<file path="src/rtl/sd_scoreboard_arb_if.sv">
// Bundle of client, response and FSM-side handshake signals for sd_scoreboard_arb.
// master is the arbiter's view; slave is the view of the clients plus the scoreboard FSM.
interface sd_scoreboard_arb_if #(
   parameter int width   = 8,
   parameter int items   = 64,
   parameter int ports   = 4,
   parameter int txid_sz = 2,
   parameter int asz     = $clog2(items)
);
   logic [ports-1:0]       c_srdy;
   logic [ports-1:0]       c_drdy;
   logic [ports-1:0]       c_req_type;
   logic [ports*width-1:0] c_mask;
   logic [ports*width-1:0] c_data;
   logic [ports*asz-1:0]   c_itemid;

   logic [ports-1:0]       p_srdy;
   logic [ports-1:0]       p_drdy;
   logic [ports*width-1:0] p_data;

   logic                   ip_srdy;
   logic                   ip_drdy;
   logic                   ip_req_type;
   logic [txid_sz-1:0]     ip_txid;
   logic [width-1:0]       ip_mask;
   logic [width-1:0]       ip_data;
   logic [asz-1:0]         ip_itemid;

   logic                   ic_srdy;
   logic                   ic_drdy;
   logic [txid_sz-1:0]     ic_txid;
   logic [width-1:0]       ic_data;

   modport master (
      input  c_srdy, c_req_type, c_mask, c_data, c_itemid,
      input  p_drdy, ip_drdy, ic_srdy, ic_txid, ic_data,
      output c_drdy, p_srdy, p_data,
      output ip_srdy, ip_req_type, ip_txid, ip_mask, ip_data, ip_itemid,
      output ic_drdy
   );

   modport slave (
      output c_srdy, c_req_type, c_mask, c_data, c_itemid,
      output p_drdy, ip_drdy, ic_srdy, ic_txid, ic_data,
      input  c_drdy, p_srdy, p_data,
      input  ip_srdy, ip_req_type, ip_txid, ip_mask, ip_data, ip_itemid,
      input  ic_drdy
   );
endinterface

</file>
<file path="src/rtl/sd_scoreboard_arb.sv">
// Round-robin multi-client front end for the scoreboard FSM: one request holding
// register toward the FSM, one response slot per client, one outstanding read per client.
module sd_scoreboard_arb #(
   parameter int width   = 8,
   parameter int items   = 64,
   parameter int ports   = 4,
   parameter int txid_sz = 2,
   parameter int asz     = $clog2(items)
) (
   input logic                 clk,
   input logic                 reset,
   sd_scoreboard_arb_if.master bus
);
   typedef logic [txid_sz-1:0] idx_t;
   typedef logic [txid_sz:0]   wide_t;

   logic [ports-1:0] pend;
   idx_t             rr_ptr;
   logic [ports-1:0] eligible;
   logic             can_load;
   logic             found;
   logic             grant;
   idx_t             grant_idx;
   wide_t            probe;
   logic [ports-1:0] c_drdy_c;

   logic             sel_type;
   logic [width-1:0] sel_mask;
   logic [width-1:0] sel_data;
   logic [asz-1:0]   sel_itemid;

   logic             ip_srdy_q;
   logic             ip_req_type_q;
   idx_t             ip_txid_q;
   logic [width-1:0] ip_mask_q;
   logic [width-1:0] ip_data_q;
   logic [asz-1:0]   ip_itemid_q;

   logic [ports-1:0] p_srdy_q;
   logic [width-1:0] p_data_q [ports];
   logic             ic_valid_id;
   logic             ic_slot_free;
   logic             ic_drdy_c;
   logic             ic_load;

   assign eligible = bus.c_srdy & ~pend;
   assign can_load = !ip_srdy_q || bus.ip_drdy;

   // Search eligible clients starting at rr_ptr, wrapping modulo ports.
   always_comb begin
      found     = 1'b0;
      grant_idx = '0;
      probe     = '0;
      for (int k = 0; k < ports; k++) begin
         probe = {1'b0, rr_ptr} + wide_t'(k);
         if (probe >= wide_t'(ports)) probe = probe - wide_t'(ports);
         for (int i = 0; i < ports; i++) begin
            if (!found && probe == wide_t'(i) && eligible[i]) begin
               found     = 1'b1;
               grant_idx = idx_t'(i);
            end
         end
      end
   end

   assign grant = can_load && found;

   always_comb begin
      c_drdy_c   = '0;
      sel_type   = 1'b0;
      sel_mask   = '0;
      sel_data   = '0;
      sel_itemid = '0;
      for (int i = 0; i < ports; i++) begin
         if (grant_idx == idx_t'(i)) begin
            c_drdy_c[i] = grant;
            sel_type    = bus.c_req_type[i];
            sel_mask    = bus.c_mask[i*width +: width];
            sel_data    = bus.c_data[i*width +: width];
            sel_itemid  = bus.c_itemid[i*asz +: asz];
         end
      end
   end

   assign bus.c_drdy = c_drdy_c;

   // NOTE: all sequential state uses non-blocking assignments so every register
   // samples pre-edge values regardless of block ordering.
   always_ff @(posedge clk or negedge reset) begin
      if (!reset) begin
         ip_srdy_q     <= 1'b0;
         ip_req_type_q <= 1'b0;
         ip_txid_q     <= '0;
         ip_mask_q     <= '0;
         ip_data_q     <= '0;
         ip_itemid_q   <= '0;
         rr_ptr        <= '0;
      end else if (grant) begin
         ip_srdy_q     <= 1'b1;
         ip_req_type_q <= sel_type;
         ip_txid_q     <= grant_idx;
         ip_mask_q     <= sel_mask;
         ip_data_q     <= sel_data;
         ip_itemid_q   <= sel_itemid;
         rr_ptr        <= (grant_idx == idx_t'(ports - 1)) ? '0 : grant_idx + 1'b1;
      end else if (bus.ip_drdy) begin
         ip_srdy_q     <= 1'b0;
      end
   end

   assign bus.ip_srdy     = ip_srdy_q;
   assign bus.ip_req_type = ip_req_type_q;
   assign bus.ip_txid     = ip_txid_q;
   assign bus.ip_mask     = ip_mask_q;
   assign bus.ip_data     = ip_data_q;
   assign bus.ip_itemid   = ip_itemid_q;

   // Out-of-range IDs are accepted and dropped so a stray response cannot wedge the FSM.
   assign ic_valid_id = {1'b0, bus.ic_txid} < wide_t'(ports);

   always_comb begin
      ic_slot_free = 1'b0;
      for (int i = 0; i < ports; i++) begin
         if (bus.ic_txid == idx_t'(i)) ic_slot_free = !p_srdy_q[i] || bus.p_drdy[i];
      end
   end

   assign ic_drdy_c   = !ic_valid_id || ic_slot_free;
   assign ic_load     = bus.ic_srdy && ic_drdy_c && ic_valid_id;
   assign bus.ic_drdy = ic_drdy_c;

   // A pending client is never eligible, so set and clear cannot collide.
   always_ff @(posedge clk or negedge reset) begin
      if (!reset) begin
         pend <= '0;
      end else begin
         for (int i = 0; i < ports; i++) begin
            if (grant && grant_idx == idx_t'(i) && !bus.c_req_type[i]) pend[i] <= 1'b1;
            else if (p_srdy_q[i] && bus.p_drdy[i])                      pend[i] <= 1'b0;
         end
      end
   end

   // NOTE: the response slots are reset as well, since p_data is defined as 0 out of reset.
   always_ff @(posedge clk or negedge reset) begin
      if (!reset) begin
         p_srdy_q <= '0;
         for (int i = 0; i < ports; i++) p_data_q[i] <= '0;
      end else begin
         for (int i = 0; i < ports; i++) begin
            if (ic_load && bus.ic_txid == idx_t'(i)) begin
               p_srdy_q[i] <= 1'b1;
               p_data_q[i] <= bus.ic_data;
            end else if (p_srdy_q[i] && bus.p_drdy[i]) begin
               p_srdy_q[i] <= 1'b0;
            end
         end
      end
   end

   always_comb begin
      bus.p_data = '0;
      for (int i = 0; i < ports; i++) bus.p_data[i*width +: width] = p_data_q[i];
   end

   assign bus.p_srdy = p_srdy_q;
endmodule

</file>
<file path="src/flat_wrapper.sv">
// flat-port wrapper written by rule: the top's interface ports become plain ports
module sd_scoreboard_arb_flat 
#(
   parameter int width   = 8,
   parameter int items   = 64,
   parameter int ports   = 4,
   parameter int txid_sz = 2,
   parameter int asz     = $clog2(items)
)
  (clk, reset, bus_c_srdy, bus_c_req_type, bus_c_mask, bus_c_data, bus_c_itemid, bus_p_drdy, bus_ip_drdy, bus_ic_srdy, bus_ic_txid, bus_ic_data, bus_c_drdy, bus_p_srdy, bus_p_data, bus_ip_srdy, bus_ip_req_type, bus_ip_txid, bus_ip_mask, bus_ip_data, bus_ip_itemid, bus_ic_drdy);
  sd_scoreboard_arb_if #(.width(width), .items(items), .ports(ports), .txid_sz(txid_sz), .asz(asz)) bus_i ();
  input logic clk;
  input logic reset;
  input wire logic [$bits(bus_i.c_srdy)-1:0] bus_c_srdy;
  input wire logic [$bits(bus_i.c_req_type)-1:0] bus_c_req_type;
  input wire logic [$bits(bus_i.c_mask)-1:0] bus_c_mask;
  input wire logic [$bits(bus_i.c_data)-1:0] bus_c_data;
  input wire logic [$bits(bus_i.c_itemid)-1:0] bus_c_itemid;
  input wire logic [$bits(bus_i.p_drdy)-1:0] bus_p_drdy;
  input wire logic [$bits(bus_i.ip_drdy)-1:0] bus_ip_drdy;
  input wire logic [$bits(bus_i.ic_srdy)-1:0] bus_ic_srdy;
  input wire logic [$bits(bus_i.ic_txid)-1:0] bus_ic_txid;
  input wire logic [$bits(bus_i.ic_data)-1:0] bus_ic_data;
  output wire logic [$bits(bus_i.c_drdy)-1:0] bus_c_drdy;
  output wire logic [$bits(bus_i.p_srdy)-1:0] bus_p_srdy;
  output wire logic [$bits(bus_i.p_data)-1:0] bus_p_data;
  output wire logic [$bits(bus_i.ip_srdy)-1:0] bus_ip_srdy;
  output wire logic [$bits(bus_i.ip_req_type)-1:0] bus_ip_req_type;
  output wire logic [$bits(bus_i.ip_txid)-1:0] bus_ip_txid;
  output wire logic [$bits(bus_i.ip_mask)-1:0] bus_ip_mask;
  output wire logic [$bits(bus_i.ip_data)-1:0] bus_ip_data;
  output wire logic [$bits(bus_i.ip_itemid)-1:0] bus_ip_itemid;
  output wire logic [$bits(bus_i.ic_drdy)-1:0] bus_ic_drdy;
  assign bus_i.c_srdy = bus_c_srdy;
  assign bus_i.c_req_type = bus_c_req_type;
  assign bus_i.c_mask = bus_c_mask;
  assign bus_i.c_data = bus_c_data;
  assign bus_i.c_itemid = bus_c_itemid;
  assign bus_i.p_drdy = bus_p_drdy;
  assign bus_i.ip_drdy = bus_ip_drdy;
  assign bus_i.ic_srdy = bus_ic_srdy;
  assign bus_i.ic_txid = bus_ic_txid;
  assign bus_i.ic_data = bus_ic_data;
  assign bus_c_drdy = bus_i.c_drdy;
  assign bus_p_srdy = bus_i.p_srdy;
  assign bus_p_data = bus_i.p_data;
  assign bus_ip_srdy = bus_i.ip_srdy;
  assign bus_ip_req_type = bus_i.ip_req_type;
  assign bus_ip_txid = bus_i.ip_txid;
  assign bus_ip_mask = bus_i.ip_mask;
  assign bus_ip_data = bus_i.ip_data;
  assign bus_ip_itemid = bus_i.ip_itemid;
  assign bus_ic_drdy = bus_i.ic_drdy;
  sd_scoreboard_arb #(.width(width), .items(items), .ports(ports), .txid_sz(txid_sz), .asz(asz)) u_core (.clk(clk), .reset(reset), .bus(bus_i));
endmodule
</file>
<file path="config.mk">
export PLATFORM = sky130hd
export DESIGN_NAME = sd_scoreboard_arb_flat
export DESIGN_NICKNAME = d
export VERILOG_FILES = /design/src/rtl/sd_scoreboard_arb_if.sv /design/src/rtl/sd_scoreboard_arb.sv /design/src/flat_wrapper.sv
export SDC_FILE = /design/constraint.sdc
export NUM_CORES = 1
export LEC_CHECK = 0
export ABC_AREA = 1
export BUFFER_PORTS_ARGS = -buffer_cell sky130_fd_sc_hd__buf_4
export CAP_MARGIN = 10
export CORE_ASPECT_RATIO = 0.5
export CORE_MARGIN = 2
export CORE_UTILIZATION = 51
export DETAILED_ROUTE_END_ITERATION = 10
export PLACE_DENSITY = 0.86
export SYNTH_ARGS = -nofsm -noshare
export SYNTH_HDL_FRONTEND = slang
export SYNTH_SLANG_ARGS = --single-unit
</file>
<file path="constraint.sdc">
create_clock -name clk -period 5.8 [get_ports clk]
set_input_delay 1.16 -clock clk [delete_from_list [all_inputs] [get_ports clk]]
set_output_delay 1.16 -clock clk [all_outputs]
set_load 0.02 [all_outputs]
</file>
==> results.cfg <==
[outcome]
outcome = complete, no violations

[hold_path]
hold_path_class = flop to flop
hold_path_depth = 2

[clock_tree]
cts_tree = done
root_buffer = clkbuf_16
cts.repair.resized = 0
postCtsHoldBufs = 0
clockBufferDepth = 2
numCtsBuffers = 9
post_cts.repair.setup_buffers = 0
cts_sinks = 68
clock_latency_ns = 0.33
clk_pin_slew_worst_paths_ns = 0.06
h-tree-depth = 3

[synth]
synth_top_cell_by_area = dfrtp_1
yosys-top-cells-area = dfrtp_1 (44%), nand2_1 (16%), nand3_1 (9.5%)
synth_top_area_share = 0.4387
syn_area_um2 = 3879
synth_seq_cells = 68
yosysSeqAreaShare = 0.4387
syn-mean-instance-area_um2 = 7.332
synth_ff_type = dfrtp_1
yosys_warnings = 0
synth_cell_types = 29
syn_nets = 646
synth_enable_flop_cells = 0
async_flop_share = 1.000
syn_inst = 529

[power_and_ir_drop]
powerDensity_nw_per_um2 = 688.3
vdd_drop_max_mv = 0.3607
power_leakage_nw = 3.055
power.total_w = 0.003805

[critical_path]
endpoint = bus_c_drdy[0]
rrSetupSlack_ns = 2.37
crit_required_ns = 4.64
crit_arrival_ns = 3.93
setup.worst_path.start = bus_c_srdy[1]
reg2reg_to = u_core.bus.ip_data[0]$_DFFE_PN0N_
end_kind = output pin
rr_worst_depth = 18
worstSetupStartpointType = primary input
crit_type = primary input to output pin
critPathMaxFanout = 25
r2r-start = u_core.pend[1]$_DFFE_PN0P_

[drt]
final_antenna_net_count = 0
wirelength_um = 11870
drc_errors = 0
via_count = 4182
firstDrtPassIters = 5
drt_iter0_drc = 336
vias_per_cell = 5.214
routedWlPerCell_um = 14.80

[finish]
final.fill_count = 568
fin_nets = 818
area_growth_pct = 42.52
n_antenna_cell = 0
layout_common_cells = buf_4 (186), nand2_1 (161), nand3_1 (74)
mostFrequentLayoutCell = buf_4
drive_above_1_share = 0.3173
final_util = 0.7521

[run]
cap_violations = 0

[die]
die_y_um = 65.67
io_pins = 181
row_count = 22
core_um2 = 7350
fp.dieArea_um2 = 8361
die_x_um = 127.3
initial_core_util = 0.5277

[sta]
setup-violations-final = 0
worst_pin_slew_ns = 0.9981
skew_ns = 0.003824
fin_crit_ns = 5.088
drv_slew = 0
setup-tns-final_ns = 0
finalHoldViolations = 0
fmax_ghz = 0.1966
relSlewSlack = 0.3310
grt_setup_unrepaired = false
post-route-period-util = 0.8772

[placed_design]
gp_congestion = 0.9910
port_buffers = 180
dp_hpwl_um = 8738

[global_route]
grt_start_max_net_pins = 69
grt_use_total = 0.2907
grt_pass1_vias = 3905
grt_overflow_total = 0
grt_pass1_wl_um = 18960
antenna_found_initial = 0
## state kept, by name, summed over array words and instances, names as in the netlist
signal                  count
u_core.bus.p_data          32
u_core.bus.ip_data          8
u_core.bus.ip_mask          8
u_core.bus.ip_itemid        6
u_core.bus.p_srdy           4
u_core.pend                 4
u_core.bus.ip_txid          2
u_core.rr_ptr               2
u_core.bus.ip_req_type      1
u_core.bus.ip_srdy          1
## through the flow
| stage | setup WS [ns] | cells | hold WS, ns | area (um^2) |
|---|---|---|---|---|
| final | 0.7123 | 802 | 0.4776 | 5528 |
| after global routing | 0.4847 | 802 | 0.5068 | 5528 |
| after CTS | 0.7780 | 802 | 0.4816 | 5528 |
| after detailed placement | 0.7836 | 786 | 0.4658 | 5249 |
| after global placement | 0.8476 | 786 | 0.4638 | 5249 |
| after floorplan | 1.350 | 529 | 0.4491 | 3879 |
## kinds of logic (layout without fill, tap and decap cells)
logic type               after synthesis  after routing  share of synthesized area
adder cells (fa/ha/maj)                3              3                   0.009678
buffers and inverters                 91            268                     0.1016
AND/OR/NAND/NOR                      277            277                     0.3203
AO/OA/AOI/OAI                         90             90                     0.1297
flip-flops                            68             68                     0.4387
## worst min-delay path by stage
stage / startpoint / endpoint / slack (ns)
3_5_place_dp: u_core.bus.ip_mask[5]$_DFFE_PN0N_ / u_core.bus.ip_mask[5]$_DFFE_PN0N_ / 0.47
6_report: u_core.bus.ip_data[5]$_DFFE_PN0N_ / u_core.bus.ip_data[5]$_DFFE_PN0N_ / 0.48
5_1_grt: u_core.bus.ip_data[0]$_DFFE_PN0N_ / u_core.bus.ip_data[0]$_DFFE_PN0N_ / 0.51
4_1_cts: u_core.bus.ip_itemid[4]$_DFFE_PN0N_ / u_core.bus.ip_itemid[4]$_DFFE_PN0N_ / 0.48
2_1_floorplan: u_core.pend[0]$_DFFE_PN0P_ / u_core.pend[0]$_DFFE_PN0P_ / 0.45
3_3_place_gp: u_core.bus.ip_mask[2]$_DFFE_PN0N_ / u_core.bus.ip_mask[2]$_DFFE_PN0N_ / 0.46
## cell usage after synthesis, types with 2 or more instances
cell type and instances:
a21oi_1 23, buf_2 6, buf_6 6, clkbuf_1 13, dfrtp_1 68, ha_1 3
inv_1 61, inv_2 5, nand2_1 161, nand2_2 6, nand3_1 74, nand4_1 3
nand4_2 2, nor2_1 19, nor2_4 3, nor3_1 2, nor4_1 3, o21a_1 9
o21ai_0 52
## critical path: stages
cell	delay [ns]
buf_4	0.07
inv_1	0.03
nor2_1	0.26
inv_1	0.17
nor2_1	0.22
inv_1	0.10
nand4_1	0.12
nand2_1	0.07
inv_1	0.06
nand2_2	0.08
inv_2	0.07
nand2_4	0.16
inv_1	0.16
ha_1	0.76
inv_1	0.09
nor2_1	0.16
buf_4	0.16
## power breakdown
group          leakage, nW  internal, W  switching, W  total (W)
clock network        0.138     0.000300      0.000207   0.000507
registers            0.831     0.000653     0.0000930   0.000746
logic                 2.09     0.000893       0.00166    0.00255
## final cells by class
cell class,count,area (um^2),area share
inverter,66,247.7,0.04482
timing repair buffer,186,1396,0.2526
clock inverter,6,40.04,0.007243
tap,96,120.1,0.02173
clock buffer,10,239.0,0.04323
multi-input combinational,370,1783,0.3225
sequential,68,1702,0.3078
## routing by layer
| layer | part of all wire | vias up | routed length [um] | track usage |
|---|---|---|---|---|
| met5 | 0 | - | 0 | 0 |
| li1 | - | 2044 | - | - |
| met4 | 0.026 | 0 | 306 | 0.1071 |
| met1 | 0.42 | 1904 | 4926 | 0.3764 |
| met2 | 0.46 | 203 | 5456 | 0.4672 |
| met3 | 0.099 | 31 | 1176 | 0.08713 |
Note: power is estimated with default switching activity, not from simulation.
